==> src/rtl/gray_button_debounce_pulse.sv <==
// Multi-channel push-button front end: 2-flop synchroniser, counting debouncer and edge pulser.
// Optional auto-repeat on held buttons is compiled in when BTN_REPEAT_EN is defined.
module gray_button_debounce_pulse #(
  parameter int unsigned N_CH          = 4,
  parameter int unsigned DB_CYCLES     = 4,
  parameter int unsigned EDGE_MODE     = 0,
  parameter int unsigned REPEAT_DELAY  = 16,
  parameter int unsigned REPEAT_PERIOD = 4
) (
  input  logic            clk,
  input  logic            rst,
  input  logic [N_CH-1:0] btn_in,
  output logic [N_CH-1:0] level,
  output logic [N_CH-1:0] pulse,
  output logic            any_pulse
);

  localparam int unsigned CntW = $clog2(DB_CYCLES + 1);

  if (N_CH < 1 || N_CH > 16 || DB_CYCLES < 2 || DB_CYCLES > 65535 || EDGE_MODE > 2 ||
      REPEAT_DELAY < 1 || REPEAT_PERIOD < 1) begin : g_bad_param
    $error("gray_button_debounce_pulse: parameter out of range");
  end

  typedef enum logic [1:0] {StIdleLo, StChkHi, StIdleHi, StChkLo} state_e;

  logic [N_CH-1:0] s1_q, s2_q;
  logic [N_CH-1:0] pulse_d, pulse_q;
  logic            any_q;

  always_ff @(posedge clk) begin
    if (rst) begin
      s1_q    <= '0;
      s2_q    <= '0;
      pulse_q <= '0;
      any_q   <= 1'b0;
    end else begin
      s1_q    <= btn_in;
      s2_q    <= s1_q;
      pulse_q <= pulse_d;
      any_q   <= |pulse_d;
    end
  end

  for (genvar i = 0; i < N_CH; i++) begin : g_ch
    state_e          state_q, state_d;
    logic [CntW-1:0] cnt_q, cnt_d;
    logic            ev_rise, ev_fall, ev_rpt;

    always_ff @(posedge clk) begin
      if (rst) begin
        state_q <= StIdleLo;
        cnt_q   <= '0;
      end else begin
        state_q <= state_d;
        cnt_q   <= cnt_d;
      end
    end

    // Every exit from a state clears the count, so it never exceeds DB_CYCLES-1.
    always_comb begin
      state_d = StIdleLo;
      cnt_d   = '0;
      case (state_q)
        StIdleLo: begin
          if (s2_q[i]) begin
            state_d = StChkHi;
            cnt_d   = CntW'(1);
          end else begin
            state_d = StIdleLo;
          end
        end
        StChkHi: begin
          if (!s2_q[i]) begin
            state_d = StIdleLo;
          end else if (cnt_q == CntW'(DB_CYCLES - 1)) begin
            state_d = StIdleHi;
          end else begin
            state_d = StChkHi;
            cnt_d   = cnt_q + CntW'(1);
          end
        end
        StIdleHi: begin
          if (!s2_q[i]) begin
            state_d = StChkLo;
            cnt_d   = CntW'(1);
          end else begin
            state_d = StIdleHi;
          end
        end
        StChkLo: begin
          if (s2_q[i]) begin
            state_d = StIdleHi;
          end else if (cnt_q == CntW'(DB_CYCLES - 1)) begin
            state_d = StIdleLo;
          end else begin
            state_d = StChkLo;
            cnt_d   = cnt_q + CntW'(1);
          end
        end
        default: state_d = StIdleLo;
      endcase
    end

    always_comb begin
      ev_rise = (state_q == StChkHi) && s2_q[i] && (cnt_q == CntW'(DB_CYCLES - 1));
      ev_fall = (state_q == StChkLo) && !s2_q[i] && (cnt_q == CntW'(DB_CYCLES - 1));
      pulse_d[i] = ((EDGE_MODE != 1) && ev_rise) || ((EDGE_MODE != 0) && ev_fall) || ev_rpt;
    end

    assign level[i] = (state_q == StIdleHi) || (state_q == StChkLo);

`ifdef BTN_REPEAT_EN
    localparam int unsigned RptMax = (REPEAT_DELAY > REPEAT_PERIOD) ? REPEAT_DELAY
                                                                    : REPEAT_PERIOD;
    localparam int unsigned RptW   = $clog2(RptMax + 1);

    logic [RptW-1:0] rpt_q, rpt_d;
    logic            armed_q, armed_d;
    logic            rpt_fire;

    always_ff @(posedge clk) begin
      if (rst) begin
        rpt_q   <= '0;
        armed_q <= 1'b0;
      end else begin
        rpt_q   <= rpt_d;
        armed_q <= armed_d;
      end
    end

    // Runs only while held in IDLE_HI; any exit drops back to zero and disarms.
    always_comb begin
      rpt_d    = '0;
      armed_d  = 1'b0;
      rpt_fire = 1'b0;
      if (state_q == StIdleHi && s2_q[i]) begin
        if (!armed_q) begin
          if (rpt_q == RptW'(REPEAT_DELAY - 1)) begin
            rpt_fire = 1'b1;
            armed_d  = 1'b1;
          end else begin
            rpt_d = rpt_q + RptW'(1);
          end
        end else begin
          armed_d = 1'b1;
          if (rpt_q == RptW'(REPEAT_PERIOD - 1)) begin
            rpt_fire = 1'b1;
          end else begin
            rpt_d = rpt_q + RptW'(1);
          end
        end
      end
    end

    assign ev_rpt = (EDGE_MODE != 1) && rpt_fire;
`else
    assign ev_rpt = 1'b0;
`endif
  end

  assign pulse     = pulse_q;
  assign any_pulse = any_q;

endmodule

==> config.mk <==
export PLATFORM = sky130hd
export DESIGN_NAME = gray_button_debounce_pulse
export DESIGN_NICKNAME = d
export VERILOG_FILES = /design/src/rtl/gray_button_debounce_pulse.sv
export SDC_FILE = /design/constraint.sdc
export NUM_CORES = 1
export LEC_CHECK = 0
export ABC_AREA = 1
export BUFFER_PORTS_ARGS = -buffer_cell sky130_fd_sc_hd__buf_4
export CELL_PAD_IN_SITES_DETAIL_PLACEMENT = 0
export CELL_PAD_IN_SITES_GLOBAL_PLACEMENT = 1
export CORE_ASPECT_RATIO = 1.25
export CORE_MARGIN = 3
export CORE_UTILIZATION = 37
export DETAILED_ROUTE_END_ITERATION = 12
export MAX_ROUTING_LAYER = met4
export PLACE_DENSITY_LB_ADDON = 0.05
export SYNTH_ARGS = -nofsm -noshare
export SYNTH_HDL_FRONTEND = slang
export SYNTH_SLANG_ARGS = --single-unit
==> constraint.sdc <==
create_clock -name clk -period 0.99 [get_ports clk]
set_input_delay 0.1485 -clock clk [delete_from_list [all_inputs] [get_ports clk]]
set_output_delay 0.1485 -clock clk [all_outputs]
set_load 0.1 [all_outputs]
==> results of run 1 <==
==> worst register-to-register path, cell delays in order (launching register included) <==
cell	delay (ns)
dfxtp_2	0.35
ha_4	0.16
inv_4	0.08
nor2_4	0.04
nand3_2	0.07
nand2_1	0.06
nor2_1	0.09
nor2_1	0.04
==> metrics by stage <==
step | std cells | instance area [um^2] | power, uW
finish | 213 | 1910 | 2330
global route | 213 | 1910 | 2430
CTS | 212 | 1770 | 2350
detailed placement | 196 | 1380 | 1480
global placement | 196 | 1380 | 1480
floorplan | 142 | 1190 | 1440
==> final cells by class <==
cell class              count  area (um^2)
multi-input cells          81          632
clock inverters             1         5.00
well taps                  36         45.0
flip-flops and latches     33          694
fillers                   280         1090
inverters                  22         87.6
clock buffers               7         65.1
repair buffers             33          383
==> power groups by stage <==
stage	sequential [uW]	combinational, uW	clock, uW
2_1_floorplan	1390	44.6	0
3_3_place_gp	1390	83.1	0
3_5_place_dp	1390	85.1	0
4_1_cts	1360	99.4	895
5_1_grt	1370	129	934
6_report	1360	113	852
==> cell families (layout without fill, tap and decap cells) <==
| family | after synthesis | count (layout) |
|---|---|---|
| AO/OA/AOI/OAI | 13 | 13 |
| adder cells (fa/ha/maj) | 4 | 4 |
| AND/OR/NAND/NOR | 61 | 61 |
| XOR/XNOR | 3 | 3 |
| flip-flops | 33 | 33 |
| buffers and inverters | 28 | 63 |
==> synthesized netlist by cell type <==
cell type / instances / area, um^2
a21oi_1: 5 / 25.0
buf_2: 1 / 5.00
buf_6: 1 / 11.3
clkbuf_1: 4 / 15.0
dfxtp_1: 33 / 661
ha_1: 4 / 50.1
inv_1: 22 / 82.6
nand2_1: 17 / 63.8
nand3_1: 7 / 35.0
nand3b_1: 1 / 7.51
nor2_1: 28 / 105
nor2_4: 1 / 11.3
nor3_1: 6 / 30.0
nor3b_2: 1 / 12.5
o21ai_0: 7 / 35.0
o21ai_1: 1 / 5.00
xor2_1: 3 / 26.3
==> sequential cells by signal, summed over array words and instances, names as in the netlist <==
name          cells
any_pulse         1
g_ch.cnt_q       12
g_ch.state_q      8
pulse             4
s1_q              4
s2_q              4
==> path summary, 6_finish.rpt <==
check                                 from                    to  cells past startpoint
min                              btn_in[3]    s1_q[3]$_SDFF_PP0_                      3
max reg2reg    g_ch[3].cnt_q[0]$_SDFF_PP0_  any_pulse$_SDFF_PP0_                      7
min reg2reg             s1_q[3]$_SDFF_PP0_    s2_q[3]$_SDFF_PP0_                      2
max          g_ch[1].state_q[1]$_SDFF_PP0_              level[1]                      1
==> timing repair <==
action / in CTS / in global routing
gates resized for setup: 69 / 36
hold endpoints to repair: 3 / 0
endpoints found under the setup margin: 20 / 31
cloned: 0 / 0
setup buffers: 5 / 1
pin swaps: 9 / 8
hold buffers: 3 / 0
==> layer usage <==
metal | GRT usage | share of wire | vias to the layer above
li1 | - | - | 501
met4 | 0.0950 | 0.028 | 0
met2 | 0.225 | 0.53 | 15
met1 | 0.140 | 0.40 | 446
met3 | 0.0335 | 0.035 | 8
met5 | - | 0 | -
==> qor.txt, run 1 <==
slowest CP cell = dfxtp_4
R2R Setup Slk = -0.01 ns
Routed Antenna Nets = 0
post-synthesis compound-gate area fraction = 0.0551
I/O Buffers = 14
Setup WS post-layout = -0.0398 ns
Largest stage delay, worst path = 0.38 ns
skew final = 0.00266 ns
syn_nets = 152
launching element type of the critical path = register
Worst-Skew Late Latency = 0.33 ns
first-pass GRT wire length = 4.01 mm
post-DR wirelength/cell = 10.8 um
CTS tree = built
setup tns final = -0.201 ns
Max IR drop VDD = 1.16 mV
root buffer cell = clkbuf_4
Die Y = 69.2 um
Worst Hold Class = input pin to register
vias post-DR = 970
Max Buffers Root-to-Sink = 2
failing checks = setup timing
TritonCTS buffer count = 5
Slew headroom = 0.837
nets@finish = 186
CTS Sinks = 33
share of cells above drive strength 1 = 0.554
Critical Path Fanout Max = 4
Mapped Area = 0.00118 mm^2
row count = 22
Util after Layout = 0.637
XOR/XNOR share of the synthesized area = 0.0222
Die Area = 0.00391 mm^2
die width = 56.5 um
Synth Area in Adders = 0.0424
final hold violation count = 0
Worst Max-Slew Pin Slew = 0.244 ns
WS Path Type = register to output pin
hpwl dp = 1.48 mm
final WL = 2.29 mm
Leak Pwr = 0.000785 uW
global route total overflow = 0
clock share of power = 0.366
GPL Wtd Cong = 0.782
post-synthesis mux area share = 0
RSZ-0062 raised after global routing = true
Pre-antenna DRT Iters = 3
count of final setup violators = 10
yosys warns = 0
fin crit share = 1.04
DR iter-0 viols = 21
unique cell type count in the Yosys netlist = 17
most frequent cells in the layout = nor2_1, inv_1, buf_4, dfxtp_2, dfxtp_1
clock slew at reported path FFs = 0.09 ns
Worst Path Required = 0.84 ns
largest family of logic cells by synthesized area = simple AND/OR/NAND/NOR gates
critical path endpoint category = output pin
Top Ports = 15
switching pwr = 515 uW
H-tree depth = 2
Sw Ratio = 0.221
drc violations = 0
global-route total usage across every layer = 0.137
initial antenna violation count = 0
WHS = 0.0181 ns
f_max = 971 MHz
post-synthesis sequential area ratio = 0.559
post-synthesis simple-gate area fraction = 0.225
largest net degree at the start of global routing = 15
#FFs+latches synth = 33
max cap viols = 0
Initial Utilization = 0.394
vias per cell = 4.55
average size of a mapped cell = 8.32 um^2
status = finished with violations
pre-CTS setup slack = -0.0734 ns
pwr dens = 1220 mW/mm^2
internal power = 1810 uW
CP delay by family, top = flip-flops
Max Slew Vio Count = 0
Cells after Synth = 142
Logic pwr share = 0.048
vias in the first global route = 972
Core Region = 0.00300 mm^2
area grow syn2layout = 61.9%
crit path time final = 1.03 ns
diodes inserted = 0
commonest non-fill, non-tap cell in the layout = nor2_1
worst-path cell chain = buf_12
Worst EP arrival = 0.88 ns
Sequential Power Share = 0.585
worst path buffer plus inverter count = 1
(Power assumes the default switching activity.)
==> run 2: changes to the inputs <==
--- a/config.mk
+++ b/config.mk
@@ -11,7 +11,7 @@
 export CELL_PAD_IN_SITES_GLOBAL_PLACEMENT = 1
 export CORE_ASPECT_RATIO = 1.25
 export CORE_MARGIN = 3
-export CORE_UTILIZATION = 37
+export CORE_UTILIZATION = 41
 export DETAILED_ROUTE_END_ITERATION = 12
 export MAX_ROUTING_LAYER = met4
 export PLACE_DENSITY_LB_ADDON = 0.05
==> constraint.sdc (replaced) <==
create_clock -name clk -period 1 [get_ports clk]
set_input_delay 0.15 -clock clk [delete_from_list [all_inputs] [get_ports clk]]
set_output_delay 0.15 -clock clk [all_outputs]
set_load 0.1 [all_outputs]
==> qor.txt, run 2 (synthesis results as in run 1) <==
Worst Hold Class = input pin to register
GPL Wtd Cong = 0.705
final WL = 2.43 mm
worst path buffer plus inverter count = 2
crit path time final = 1.07 ns
Sw Ratio = 0.219
Top Ports = 15
Max Buffers Root-to-Sink = 2
CP delay by family, top = flip-flops
vias in the first global route = 980
critical path endpoint category = register
total power draw = 2190 uW
Die Area = 0.00356 mm^2
Worst Max-Slew Pin Slew = 0.252 ns
setup tns final = -0.256 ns
drc violations = 0
Max Slew Vio Count = 0
status = finished with violations
I/O Buffers = 14
post-placement cell area = 0.00137 mm^2
initial antenna violation count = 0
global route total overflow = 0
max cap viols = 0
Worst EP arrival = 1.28 ns
WS Path Type = register to register
Max IR drop VDD = 0.944 mV
largest net degree at the start of global routing = 15
diodes inserted = 0
hpwl dp = 1.49 mm
Die Y = 66.0 um
vias post-DR = 954
slowest CP cell = dfxtp_2
pwr dens = 1220 mW/mm^2
clock slew at reported path FFs = 0.09 ns
row count = 21
switching pwr = 481 uW
commonest non-fill, non-tap cell in the layout = nor2_1
Worst-Skew Late Latency = 0.33 ns
CTS Sinks = 33
Util after Layout = 0.663
failing checks = setup timing
launching element type of the critical path = register
TritonCTS buffer count = 5
global-route total usage across every layer = 0.169
worst-path cell chain = ha_2, inv_2, buf_4, o21ai_0, nor3_1
RSZ-0062 raised after global routing = true
Largest regs = g_ch.cnt_q (12), g_ch.state_q (8)
Leak Pwr = 0.000783 uW
area grow syn2layout = 52.0%
most frequent cells in the layout = nor2_1, inv_1, buf_4, dfxtp_1, dfxtp_2
DR iter-0 viols = 17
fin crit share = 1.07
clock share of power = 0.339
count of final setup violators = 7
Final Cell Area = 0.00180 mm^2
skew final = 0.00509 ns
Logic pwr share = 0.046
Pre-antenna DRT Iters = 4
Initial Utilization = 0.436
H-tree depth = 2
final hold violation count = 0
CTS tree = built
Routed Antenna Nets = 0
f_max = 932 MHz
Worst Path Required = 1.21 ns
Setup WS post-layout = -0.0725 ns
post-DR wirelength/cell = 11.8 um
Sequential Power Share = 0.615
internal power = 1710 uW
vias per cell = 4.63
die width = 54.0 um
Critical Path Fanout Max = 2
Largest stage delay, worst path = 0.34 ns
nets@finish = 182
share of cells above drive strength 1 = 0.500
max reg flops = 12
root buffer cell = clkbuf_4
first-pass GRT wire length = 4.07 mm
Core Region = 0.00271 mm^2
Slew headroom = 0.832
Most flops, register = g_ch.cnt_q
[run 2: changes by cell type in the layout (fill, tap and decap cells not counted), moves of 2 or more]
cell,previous run,this run
xor2_2,1,3
nor2_1,21,25
o21ai_1,3,5
buf_6,4,1
o21ai_0,3,1
xor2_4,2,0
nand2_4,0,2
nand2_2,7,3
nand2_1,10,12
nor2_4,6,3
dlygate4sd3_1,3,1
[run 2: routing by layer]
metal,share of wire,up-vias,track usage
li1,-,493,-
met1,0.38,440,0.149
met2,0.56,15,0.295
met3,0.044,6,0.0790
met4,0.021,0,0.0748
met5,0,-,-
[run 2: final timing paths]
check | start | to | slack [ns] | cells after the start
worst max-delay path | g_ch[2].cnt_q[0]$_SDFF_PP0_ | g_ch[2].cnt_q[1]$_SDFF_PP0_ | -0.07 | 5
worst min-delay path | btn_in[0] | s1_q[0]$_SDFF_PP0_ | 0.02 | 3
worst max register to register | g_ch[2].cnt_q[0]$_SDFF_PP0_ | g_ch[2].cnt_q[1]$_SDFF_PP0_ | -0.07 | 5
worst min register to register | s1_q[0]$_SDFF_PP0_ | s2_q[0]$_SDFF_PP0_ | 0.40 | 2
[run 2: repair_timing]
item | in CTS | in global routing
endpoints found under the setup margin | 22 | 26
pin swaps | 6 | 12
hold buffers | 0 | 1
resized for setup | 64 | 28
setup buffers | 5 | 1
endpoints found under the hold margin | 0 | 1
[run 2: tightest hold or removal path: stages]
cell and delay, ns:
buf_4 0.07, inv_1 0.03, nor2_1 0.06
[run 2: power groups by stage]
stage                     clock network, uW  logic, uW  registers (uW)
after floorplan                           0       44.1            1380
after global placement                    0       80.3            1380
after detailed placement                  0       81.9            1380
after CTS                               783       90.2            1340
after global routing                    855        117            1350
final                                   741        102            1350
[run 2: per-stage QoR]
stage / hold slack (ns) / cells / setup WS, ns
after floorplan: 0.215 / 142 / 0.0134
after global placement: 0.352 / 192 / -0.0600
after detailed placement: 0.357 / 192 / -0.112
after CTS: 0.00321 / 204 / -0.0624
after global routing: 0.0117 / 206 / -0.132
final: 0.0187 / 206 / -0.0725
[run 2: cell type report]
type | count | area, um^2
fill | 225 | 911
inverter | 22 | 85.1
sequential | 33 | 693
clock buffer | 7 | 55.1
multi-input combinational | 81 | 583
timing repair buffer | 29 | 337
tap | 34 | 42.5
==> run 3: changes to the inputs <==
--- a/config.mk
+++ b/config.mk
@@ -10,11 +10,11 @@
 export CELL_PAD_IN_SITES_DETAIL_PLACEMENT = 0
 export CELL_PAD_IN_SITES_GLOBAL_PLACEMENT = 1
 export CORE_ASPECT_RATIO = 1.25
-export CORE_MARGIN = 3
 export CORE_UTILIZATION = 41
 export DETAILED_ROUTE_END_ITERATION = 12
 export MAX_ROUTING_LAYER = met4
 export PLACE_DENSITY_LB_ADDON = 0.05
+export REMOVE_ABC_BUFFERS = 1
 export SYNTH_ARGS = -nofsm -noshare
 export SYNTH_HDL_FRONTEND = slang
 export SYNTH_SLANG_ARGS = --single-unit
==> qor.txt, run 3 (synthesis results as in run 1) <==
Worst Path Required = 0.85 ns
failing checks = setup timing
clock share of power = 0.335
Sw Ratio = 0.214
vias per cell = 4.56
Routed Antenna Nets = 0
GPL Wtd Cong = 0.737
Critical Path Fanout Max = 2
Core Region = 0.00271 mm^2
Most flops, register = g_ch.cnt_q
Util after Layout = 0.664
Final Non-Filler Cells = 208
WHS Endpoint = s1_q[3]$_SDFF_PP0_
pwr dens = 1210 mW/mm^2
commonest non-fill, non-tap cell in the layout = nor2_1
nets@finish = 184
initial antenna violation count = 0
Top Ports = 15
post-DR wirelength/cell = 11.3 um
Leak Pwr = 0.000766 uW
clock slew at reported path FFs = 0.09 ns
global-route total usage across every layer = 0.167
R2R Setup Slk = -0.05 ns
final WL = 2.35 mm
DR iter-0 viols = 19
internal power = 1710 uW
Die Area = 0.00310 mm^2
worst-path cell chain = buf_6, buf_12
switching pwr = 465 uW
most frequent cells in the layout = nor2_1, inv_1, buf_4, dfxtp_2, dfxtp_1
H-tree depth = 2
final hold violation count = 0
Multi-input gate area = 566 um^2
launching element type of the critical path = register
Worst EP arrival = 0.93 ns
Slew headroom = 0.840
RR Startpoint = g_ch[0].cnt_q[0]$_SDFF_PP0_
Max Buffers Root-to-Sink = 2
hold_sp = btn_in[3]
reg-to-reg critical path endpoint = g_ch[0].state_q[1]$_SDFF_PP0_
status = finished with violations
CTS Sinks = 33
crit path time final = 1.08 ns
slowest CP cell = dfxtp_2
root buffer cell = clkbuf_4
Reg2Reg Depth = 6
WS Path Type = register to output pin
share of cells above drive strength 1 = 0.500
CTS tree = built
I/O Buffers = 14
die width = 50.0 um
area grow syn2layout = 52.2%
post-placement cell area = 0.00137 mm^2
Reg area = 691 um^2
skew final = 0.00409 ns
hold path depth = 3
f_max = 922 MHz
vias in the first global route = 852
Worst Max-Slew Pin Slew = 0.238 ns
vias post-DR = 949
Max IR drop VDD = 1.04 mV
Worst Hold Class = input pin to register
global route total overflow = 0
max reg flops = 12
first-pass GRT wire length = 3.55 mm
drc violations = 0
total power draw = 2170 uW
placed cells = 193
Sequential Power Share = 0.621
max cap viols = 0
Largest stage delay, worst path = 0.35 ns
Final Cell Area = 0.00180 mm^2
diodes inserted = 0
Worst-Skew Late Latency = 0.33 ns
RSZ-0062 raised after global routing = true
setup tns final = -0.259 ns
Logic pwr share = 0.044
TritonCTS buffer count = 5
count of final setup violators = 13
Largest regs = g_ch.cnt_q (12), g_ch.state_q (8)
hpwl dp = 1.36 mm
critical path endpoint category = output pin
Max Slew Vio Count = 0
row count = 21
largest net degree at the start of global routing = 15
Initial Utilization = 0.436
Fillers = 234
fin crit share = 1.08
Pre-antenna DRT Iters = 4
Setup WS post-layout = -0.0846 ns
Die Y = 62.0 um
[run 3: cell types whose count changed in the layout (fill, tap and decap cells not counted), sizes merged]
cell  previous run  this run
buf             28        30
[run 3: through the flow]
step	setup slack [ns]	hold slack, ns
3_3_place_gp	-0.0760	0.351
5_1_grt	-0.130	0.000395
4_1_cts	-0.120	0.00796
6_report	-0.0846	0.0246
2_1_floorplan	-0.620	0.221
3_5_place_dp	-0.154	0.361
[run 3: layer usage]
metal / vias to the layer above / wire length [um] / global-route usage
met5: - / 0 / -
met1: 436 / 1030 / 0.181
li1: 491 / - / -
met3: 4 / 113 / 0.0827
met4: 0 / 44 / 0.0857
met2: 18 / 1160 / 0.253
[run 3: power by group through the flow]
stage / clock (uW) / sequential, uW / combinational (uW)
finish: 728 / 1350 / 96.2
global route: 839 / 1350 / 108
CTS: 765 / 1350 / 83.8
detailed placement: 0 / 1380 / 80.2
global placement: 0 / 1380 / 78.1
floorplan: 0 / 1380 / 34.3
[run 3: what timing repair did]
item	in CTS	in global routing
setup buffers	3	4
hold endpoints to repair	0	1
gates resized for setup	68	26
setup endpoints to repair	22	26
hold buffers	0	1
pin swaps	8	9
[run 3: worst max-delay path by stage]
stage | startpoint | endpoint | depth (start not counted)
finish | g_ch[1].state_q[1]$_SDFF_PP0_ | level[1] | 2
global route | g_ch[1].state_q[1]$_SDFF_PP0_ | level[1] | 2
CTS | g_ch[1].state_q[1]$_SDFF_PP0_ | level[1] | 2
detailed placement | g_ch[0].cnt_q[0]$_SDFF_PP0_ | g_ch[0].state_q[1]$_SDFF_PP0_ | 6
global placement | g_ch[0].cnt_q[0]$_SDFF_PP0_ | g_ch[0].state_q[1]$_SDFF_PP0_ | 6
floorplan | g_ch[1].state_q[1]$_SDFF_PP0_ | g_ch[1].cnt_q[0]$_SDFF_PP0_ | 3
[run 3: critical path, delay by kind of cell (launching register included)]
family,cells,cell delay (ns)
buf+inv,2,0.26
flops,1,0.35
[run 3: final cells by class]
cell class	count	area share
clock buffer	7	0.0306
timing repair buffer	31	0.200
multi-input combinational	81	0.315
inverter	22	0.0473
tap	34	0.0237
sequential	33	0.384
